`src/rtl/control_sequencer.sv`:
```
// Fetch/decode/execute control sequencer for a single-bus datapath.
// Moore outputs decoded from state and ir; pc_in in T1 additionally follows mem_ready.
//
// state   | meaning
// --------+-----------------------------------------------
// IDLE    | waiting for run
// T0      | PC -> MAR, PC+1 -> Z
// T1      | memory -> MDR, wait for mem_ready; Z -> PC on ready
// T2      | MDR -> IR
// T3      | decode; Rb -> Y for legal opcodes
// T4      | Rc -> ALU, result -> Z
// T5      | ZLow -> Ra (ALU ops) or ZLow -> LO (MUL/DIV)
// T6      | ZHigh -> HI (MUL/DIV only)
// HALTED  | halt opcode seen, terminal until reset
// ERROR   | illegal opcode seen, terminal until reset

module control_sequencer (
    input  logic        clk,
    input  logic        reset,
    input  logic        run,
    input  logic        mem_ready,
    input  logic [31:0] ir,
    output logic [4:0]  bus_sel,
    output logic [15:0] reg_in,
    output logic        hi_in,
    output logic        lo_in,
    output logic        pc_in,
    output logic        mar_in,
    output logic        mdr_in,
    output logic        ir_in,
    output logic        ry_in,
    output logic        rz_in,
    output logic        md_read,
    output logic [3:0]  alu_op,
    output logic        busy,
    output logic        halted,
    output logic        illegal
);

    typedef enum logic [3:0] {
        S_IDLE, S_T0, S_T1, S_T2, S_T3, S_T4, S_T5, S_T6, S_HALTED, S_ERROR
    } state_t;

    localparam logic [4:0] BUS_PC    = 5'd20;
    localparam logic [4:0] BUS_MDR   = 5'd21;
    localparam logic [4:0] BUS_ZLOW  = 5'd19;
    localparam logic [4:0] BUS_ZHIGH = 5'd18;
    localparam logic [4:0] BUS_NONE  = 5'd31;
    localparam logic [3:0] ALU_INC   = 4'b1100;

    state_t state, state_nxt;

    logic [4:0] opcode;
    logic [3:0] ra, rb, rc;
    logic       legal, muldiv;
    logic       unused_ir_bits;

    assign opcode = ir[31:27];
    assign ra     = ir[26:23];
    assign rb     = ir[22:19];
    assign rc     = ir[18:15];
    assign legal  = (opcode <= 5'd9);
    assign muldiv = (opcode == 5'd8) || (opcode == 5'd9);
    assign unused_ir_bits = ^ir[14:0];

    always_ff @(posedge clk or negedge reset) begin
        if (!reset) state <= S_IDLE;
        else        state <= state_nxt;
    end

    always_comb begin
        state_nxt = state;
        bus_sel   = BUS_NONE;
        reg_in    = '0;
        hi_in     = 1'b0;
        lo_in     = 1'b0;
        pc_in     = 1'b0;
        mar_in    = 1'b0;
        mdr_in    = 1'b0;
        ir_in     = 1'b0;
        ry_in     = 1'b0;
        rz_in     = 1'b0;
        md_read   = 1'b0;
        alu_op    = 4'b0000;
        busy      = 1'b1;
        halted    = 1'b0;
        illegal   = 1'b0;
        case (state)
            S_IDLE: begin
                busy = 1'b0;
                if (run) state_nxt = S_T0;
            end
            S_T0: begin
                bus_sel   = BUS_PC;
                mar_in    = 1'b1;
                alu_op    = ALU_INC;
                rz_in     = 1'b1;
                state_nxt = S_T1;
            end
            S_T1: begin
                bus_sel = BUS_ZLOW;
                md_read = 1'b1;
                mdr_in  = 1'b1;
                // PC loads only on the completing cycle so it advances once per fetch
                if (mem_ready) begin
                    pc_in     = 1'b1;
                    state_nxt = S_T2;
                end
            end
            S_T2: begin
                bus_sel   = BUS_MDR;
                ir_in     = 1'b1;
                state_nxt = S_T3;
            end
            S_T3: begin
                if (legal) begin
                    bus_sel   = {1'b0, rb};
                    ry_in     = 1'b1;
                    state_nxt = S_T4;
                end else if (opcode == 5'b11111) begin
                    state_nxt = S_HALTED;
                end else begin
                    state_nxt = S_ERROR;
                end
            end
            S_T4: begin
                bus_sel   = {1'b0, rc};
                alu_op    = opcode[3:0];
                rz_in     = 1'b1;
                state_nxt = S_T5;
            end
            S_T5: begin
                bus_sel = BUS_ZLOW;
                if (muldiv) begin
                    lo_in     = 1'b1;
                    state_nxt = S_T6;
                end else begin
                    reg_in    = 16'd1 << ra;
                    state_nxt = run ? S_T0 : S_IDLE;
                end
            end
            S_T6: begin
                bus_sel   = BUS_ZHIGH;
                hi_in     = 1'b1;
                state_nxt = run ? S_T0 : S_IDLE;
            end
            S_HALTED: begin
                busy   = 1'b0;
                halted = 1'b1;
            end
            S_ERROR: begin
                busy    = 1'b0;
                illegal = 1'b1;
            end
            default: begin
                busy      = 1'b0;
                state_nxt = S_IDLE;
            end
        endcase
    end

endmodule

```
`config.mk`:
```
export PLATFORM = sky130hd
export DESIGN_NAME = control_sequencer
export DESIGN_NICKNAME = d
export VERILOG_FILES = /design/src/rtl/control_sequencer.sv
export SDC_FILE = /design/constraint.sdc
export NUM_CORES = 1
export LEC_CHECK = 0
export ABC_AREA = 1
export CAP_MARGIN = 20
export CORE_ASPECT_RATIO = 1.75
export CORE_MARGIN = 5
export CORE_UTILIZATION = 25
export CTS_CLUSTER_SIZE = 28
export DETAILED_ROUTE_END_ITERATION = 10
export PLACE_DENSITY = 0.78
export SYNTH_ARGS = -nofsm -noshare
export SYNTH_HDL_FRONTEND = slang
export SYNTH_SLANG_ARGS = --single-unit
export TNS_END_PERCENT = 20
```
`constraint.sdc`:
```
create_clock -name clk -period 1.8 [get_ports clk]
set_input_delay 0.36 -clock clk [delete_from_list [all_inputs] [get_ports clk]]
set_output_delay 0.36 -clock clk [all_outputs]
set_load 0.01 [all_outputs]
```
# ---- Word-level counts from Yosys, hierarchy flattened
# Cells that the tools add are included.
dict set report op_classes {
  magnitude_cmp 1
  eq_ne 14
  shifts 1
  mux 26
  bitwise_logic 1
  n_reduce_logical 7
}
# cell count
set op_table {}
lappend op_table {{4-bit case mux with 9 select lines} 1}
lappend op_table {{16-bit 2-to-1 mux} 2}
lappend op_table {{5-bit case mux with 6 select lines} 1}
lappend op_table {{4-bit by 3-bit equality test with 1-bit output (second input constant)} 4}
lappend op_table {{1-bit 2-to-1 mux} 16}
lappend op_table {{1-bit by 4-bit left shift with 16-bit output (first input constant)} 1}
lappend op_table {{4-bit 2-to-1 mux} 3}
lappend op_table {{5-bit by 4-bit equality test with 1-bit output (second input constant)} 2}
lappend op_table {{4-bit by 2-bit equality test with 1-bit output (second input constant)} 2}
lappend op_table {{4-bit equality test (second input constant)} 2}
lappend op_table {{4-bit case mux with 2 select lines} 1}
lappend op_table {{7-bit OR reduction} 1}
lappend op_table {{2-bit OR reduction} 3}
lappend op_table {{5-bit equality test (second input constant)} 1}
lappend op_table {{5-bit by 4-bit <= comparator with 1-bit output (second input constant)} 1}
lappend op_table {{5-bit 2-to-1 mux} 1}
lappend op_table {{4-bit by 1-bit equality test with 1-bit output (second input constant)} 1}
lappend op_table {{4-bit logical NOT} 1}
lappend op_table {{2-bit inequality test (second input constant)} 2}
lappend op_table {{3-bit 2-to-1 mux} 1}
lappend op_table {{3-bit AND reduction} 1}
lappend op_table {{1-bit logical OR} 1}
lappend op_table {{1-bit NOT} 1}
dict set report word_totals {
  reg_bits 4
  in_bits 36
  output_inout_bits 37
  word_cells 51
}

# ---- Longest topological paths before layout
# Gate-level depths: netlist (run 1).
dict set report depth {
  ltp_word 4
  ltp_mapped 8
}

# ---- Worst setup path before layout (run 1)
# Ideal clock, no wire load.
dict set report synth_path {
  kind {flip-flop to output port}
  start {register state[0]}
  end {output port pc_in}
  arrival_time_ns 1.134
  required_time_ns 1.440
  slack_ns 0.306
  path_stages_with_launch 6
  path_buffers 0
  path_cell_list {dfrtp_1 > inv_2 > nand2_4 > nor2_1 > inv_1 > nor2_1}
}
dict set report synth_via {
  elab_chain_len 2
}
# element line_no
set synth_rtl {}
lappend synth_rtl {{start, declared} 51} ;# state_t state, state_nxt;
lappend synth_rtl {{start signal, assigned} 68} ;# else state <= state_nxt;
lappend synth_rtl {{4-bit by 2-bit equality test with 1-bit output} 88} ;# case (state)
lappend synth_rtl {{1-bit 2-to-1 mux} 88}
lappend synth_rtl {{end, declared} 27} ;# output logic pc_in,
# Every way passes these cells.

# ---- Worst setup path after layout (run 1)
dict set report layout_path {
  start {register state[1]}
  end {output port bus_sel[0]}
}
dict set report layout_via {
  elab_chain_len 3
  word_cells_on_any_way 9
  classes_between {7 x eq/ne; 1 x mux; 1 x reduce/logical}
}
# element line_no
set layout_rtl {}
lappend layout_rtl {{4-bit by 3-bit equality test with 1-bit output or 4-bit by 2-bit equality test with 1-bit output (tied branches)} 88}
lappend layout_rtl {{2-bit OR reduction (no line)} --}
lappend layout_rtl {{5-bit case mux with 6 select lines *} 88}
lappend layout_rtl {{end, declared} 23} ;# output logic [4:0] bus_sel,
# Mark *: on every way between the ends. The rest lies on a longest branch, timed or not.

==> results of run 1 <==
[kinds of logic (layout without fill, tap and decap cells)]
logic type / Yosys count / count (layout) / synth area share (%)
DFF: 4 / 4 / 13.65
buffers and inverters: 28 / 117 / 16.21
AOI/OAI and AO/OA: 11 / 11 / 9.045
and+or+nand+nor: 90 / 90 / 61.09
[worst max-delay path, cell delays in order, from the launching register on]
cell	delay (ns)
dfrtp_2	0.42
buf_12	0.14
buf_4	0.13
o22ai_1	0.18
nand2_1	0.08
nand3b_1	0.17
buf_2	0.15
[placed cells by master (no fill, tap or decap), drive strengths merged]
cell and n:
dfrtp 4, o22ai 1, a21oi 2, nand3b 2, inv 26, nand2 37
dlygate4sd2 8, buf 53, nand4 3, nor2 41, nor3 2, clkdlybuf4s50 13
clkdlybuf4s15 4, clkbuf 10, o21ai 7, dlymetal6s2s 3, nand3 5, o31ai 1
[report_power, final]
group / switching (mW) / internal (mW)
combinational: 0.804 / 0.706
sequential: 0.0520 / 0.137
clock: 0.0534 / 0.143
[cell type report]
cell class,count,area (um2),area share [%]
well taps,28,35.03,2.312
flip-flops and latches,4,102.6,6.771
inverters,26,102.6,6.771
clock buffers,3,41.29,2.725
repair buffers,88,673.1,44.43
multi-input cells,101,560.5,36.99
[synth_stat cells]
library cell,n
nand4_1,3
nor3_1,2
nand3_1,4
inv_1,21
nor2_4,2
inv_2,5
nor2_8,1
o21ai_1,1
nand3_2,1
a21oi_1,2
nand2_1,29
nor2_1,36
nand3b_1,2
clkbuf_8,1
nand2_4,5
nand2_2,3
dfrtp_1,4
o21ai_2,2
o31ai_1,1
o22ai_1,1
o21ai_0,4
nor2_2,2
buf_4,1
[how the worst max path moves through the flow]
stage	start	to	slack, ns	depth (start not counted)
after floorplan	state[0]$_DFFE_PN0P_	pc_in	0.31	5
after global placement	ir[28]	reg_in[12]	-0.58	8
after detailed placement	ir[28]	reg_in[10]	-0.60	8
after CTS	state[1]$_DFFE_PN0P_	illegal	-0.23	5
after global routing	state[1]$_DFFE_PN0P_	bus_sel[0]	-0.12	8
final	state[1]$_DFFE_PN0P_	bus_sel[0]	-0.05	6
[stage by stage]
| step | std cells | cell area, um2 | power (mW) | util (%) |
|---|---|---|---|---|
| 3_3_place_gp | 242 | 1513 | 1.725 | 52.84 |
| 5_1_grt | 250 | 1515 | 2.056 | 52.93 |
| 6_report | 250 | 1515 | 1.895 | 52.93 |
| 3_5_place_dp | 242 | 1513 | 1.743 | 52.84 |
| 2_1_floorplan | 133 | 733.2 | 0.9363 | - |
| 4_1_cts | 246 | 1503 | 1.802 | 52.49 |
[per-layer routing]
layer,global-route usage (%),wire length [um]
met5,0,0
met3,4.537,249
met4,4.348,43
met2,31.22,1747
met1,9.978,847
[timing repair]
item / in CTS / in global routing
endpoints found under the hold margin: 0 / 0
setup buffers: 1 / 4
pin swaps: 5 / 3
endpoints found under the setup margin: 37 / 32
gates resized for setup: 114 / 35
hold buffers: 0 / 0
==> impl_results.md, run 1 <==
- Antenna diodes: 0
- Reg2Reg Setup Slack: around 0.50 ns
- RSZ-0062 raised after global routing: yes
- Placer Congestion: between 0.7 and 0.8
- Post-layout min period: about 1.9 ns
- Final Skew: ~0.0036 ns
- Slew at the pin with the worst max-slew slack: around 0.25 ns
- Worst ir drop on vdd: ~0.61 mV
- Yosys warns: 0
- Die Y: 81.64 um
- Max reg flops: 4
- # DRC: 0
- Max clock buf depth: 2
- CP max FO: 5
- Ports: between 70 and 80
- Vias in the first global route: 1,148
- Critical Path Start Type: flip-flop
- Worst EP arrival: ~1.5 ns
- Final WL: between 2000 and 3000 um
- Routed WL per cell: ~12 um
- Synth Register Bits: 4
- Sequential-to-total area share from yosys stat: about 14%
- Maxcap violations: 0
- DP Worst Slack: -0.6007 ns
- Drt pass-1 iters: 4
- Slew HR: approximately 83%
- CP Capture Type: primary output
- Peak Freq: 539.1 MHz
- Hold WS: roughly 0.34 ns
- FP Rows: 26
- Most flops, register: state
- Synthesized Nets: 169
- Total Neg Setup Slack: -0.1327 ns
- Vias: around 1,100
- Min-delay worst type: in2async
- Biggest regs: state: 4 flops
- Final max-slew violation count: 0
- Worst reg2reg path startpoint: state[1]$_DFFE_PN0P_
- Pwr dens: 1251 nW/um2
- Yosys top cell by area: nor2_1
- Area growth, synth to finish: 106.7%
- X dimension of the die: between 50 and 60 um
- Critical path class: reg2out
- Top cells by area, synth: nor2_1 (18%), nand2_1 (15%), dfrtp_1 (14%), inv_1 (11%), nand2_4 (7.7%)
- Worst Reg-to-Reg Cells: 9
- Nets: 260
- Layout fillers: roughly 300
- CTS Sinks: 4
- HPWL after detailed placement: between 2000 and 3000 um
- Worst-path clk slew: 0.03 ns
- Total track usage: between 10% and 20%
- Initial antenna violation count: 0
- Antenna viol nets, final: 0
- Largest net degree at the start of global routing: 9
- Clk_lat worst skew: approximately 0.22 ns
- PortBufs: 57
- Top cell type's share of synthesized area: ~18%
- Finish-stage setup viols: 3
- Status: finished with violations
- Mapped Area: between 700 and 800 um2
- First-pass GRT wire length: approximately 4600 um
- Crit share post-route: 103.0%
- Share of layout cells above drive strength 1: between 40% and 50%
- Total CTS buffers: 3
- Leakage: around 0.91 nW
- CP required: 1.44 ns
- DRT iter0 DRCs: 16
- Final WS setup: -0.05489 ns
- DR vias/cell: around 4.5
- Grt total ovfl: 0
- Final hold vios: 0
- Violated checks: negative setup slack
- CTS H-tree lvls: 1
- Core area: between 2000 and 3000 um2
- Clk root buf: clkbuf_8
- Mean Syn Cell Area: about 5.5 um2
- DIE AREA: slightly above 4000 um2
- Reg2reg end: state[0]$_DFFE_PN0P_
- Synth cell types: 23
- CTS tree: built
- Synth Instances: between 100 and 150
- Starting Density: 25.61%
Power figures use the tool's default switching activity.
==> run 2, diff against run 1 <==
--- a/config.mk
+++ b/config.mk
@@ -6,6 +6,7 @@
 export NUM_CORES = 1
 export LEC_CHECK = 0
 export ABC_AREA = 1
+export ABC_CLOCK_PERIOD_IN_PS = 1800
 export CAP_MARGIN = 20
 export CORE_ASPECT_RATIO = 1.75
 export CORE_MARGIN = 5
==> results of run 2 <==
The final DEF is identical to that of run 1; final timing and power are the same.
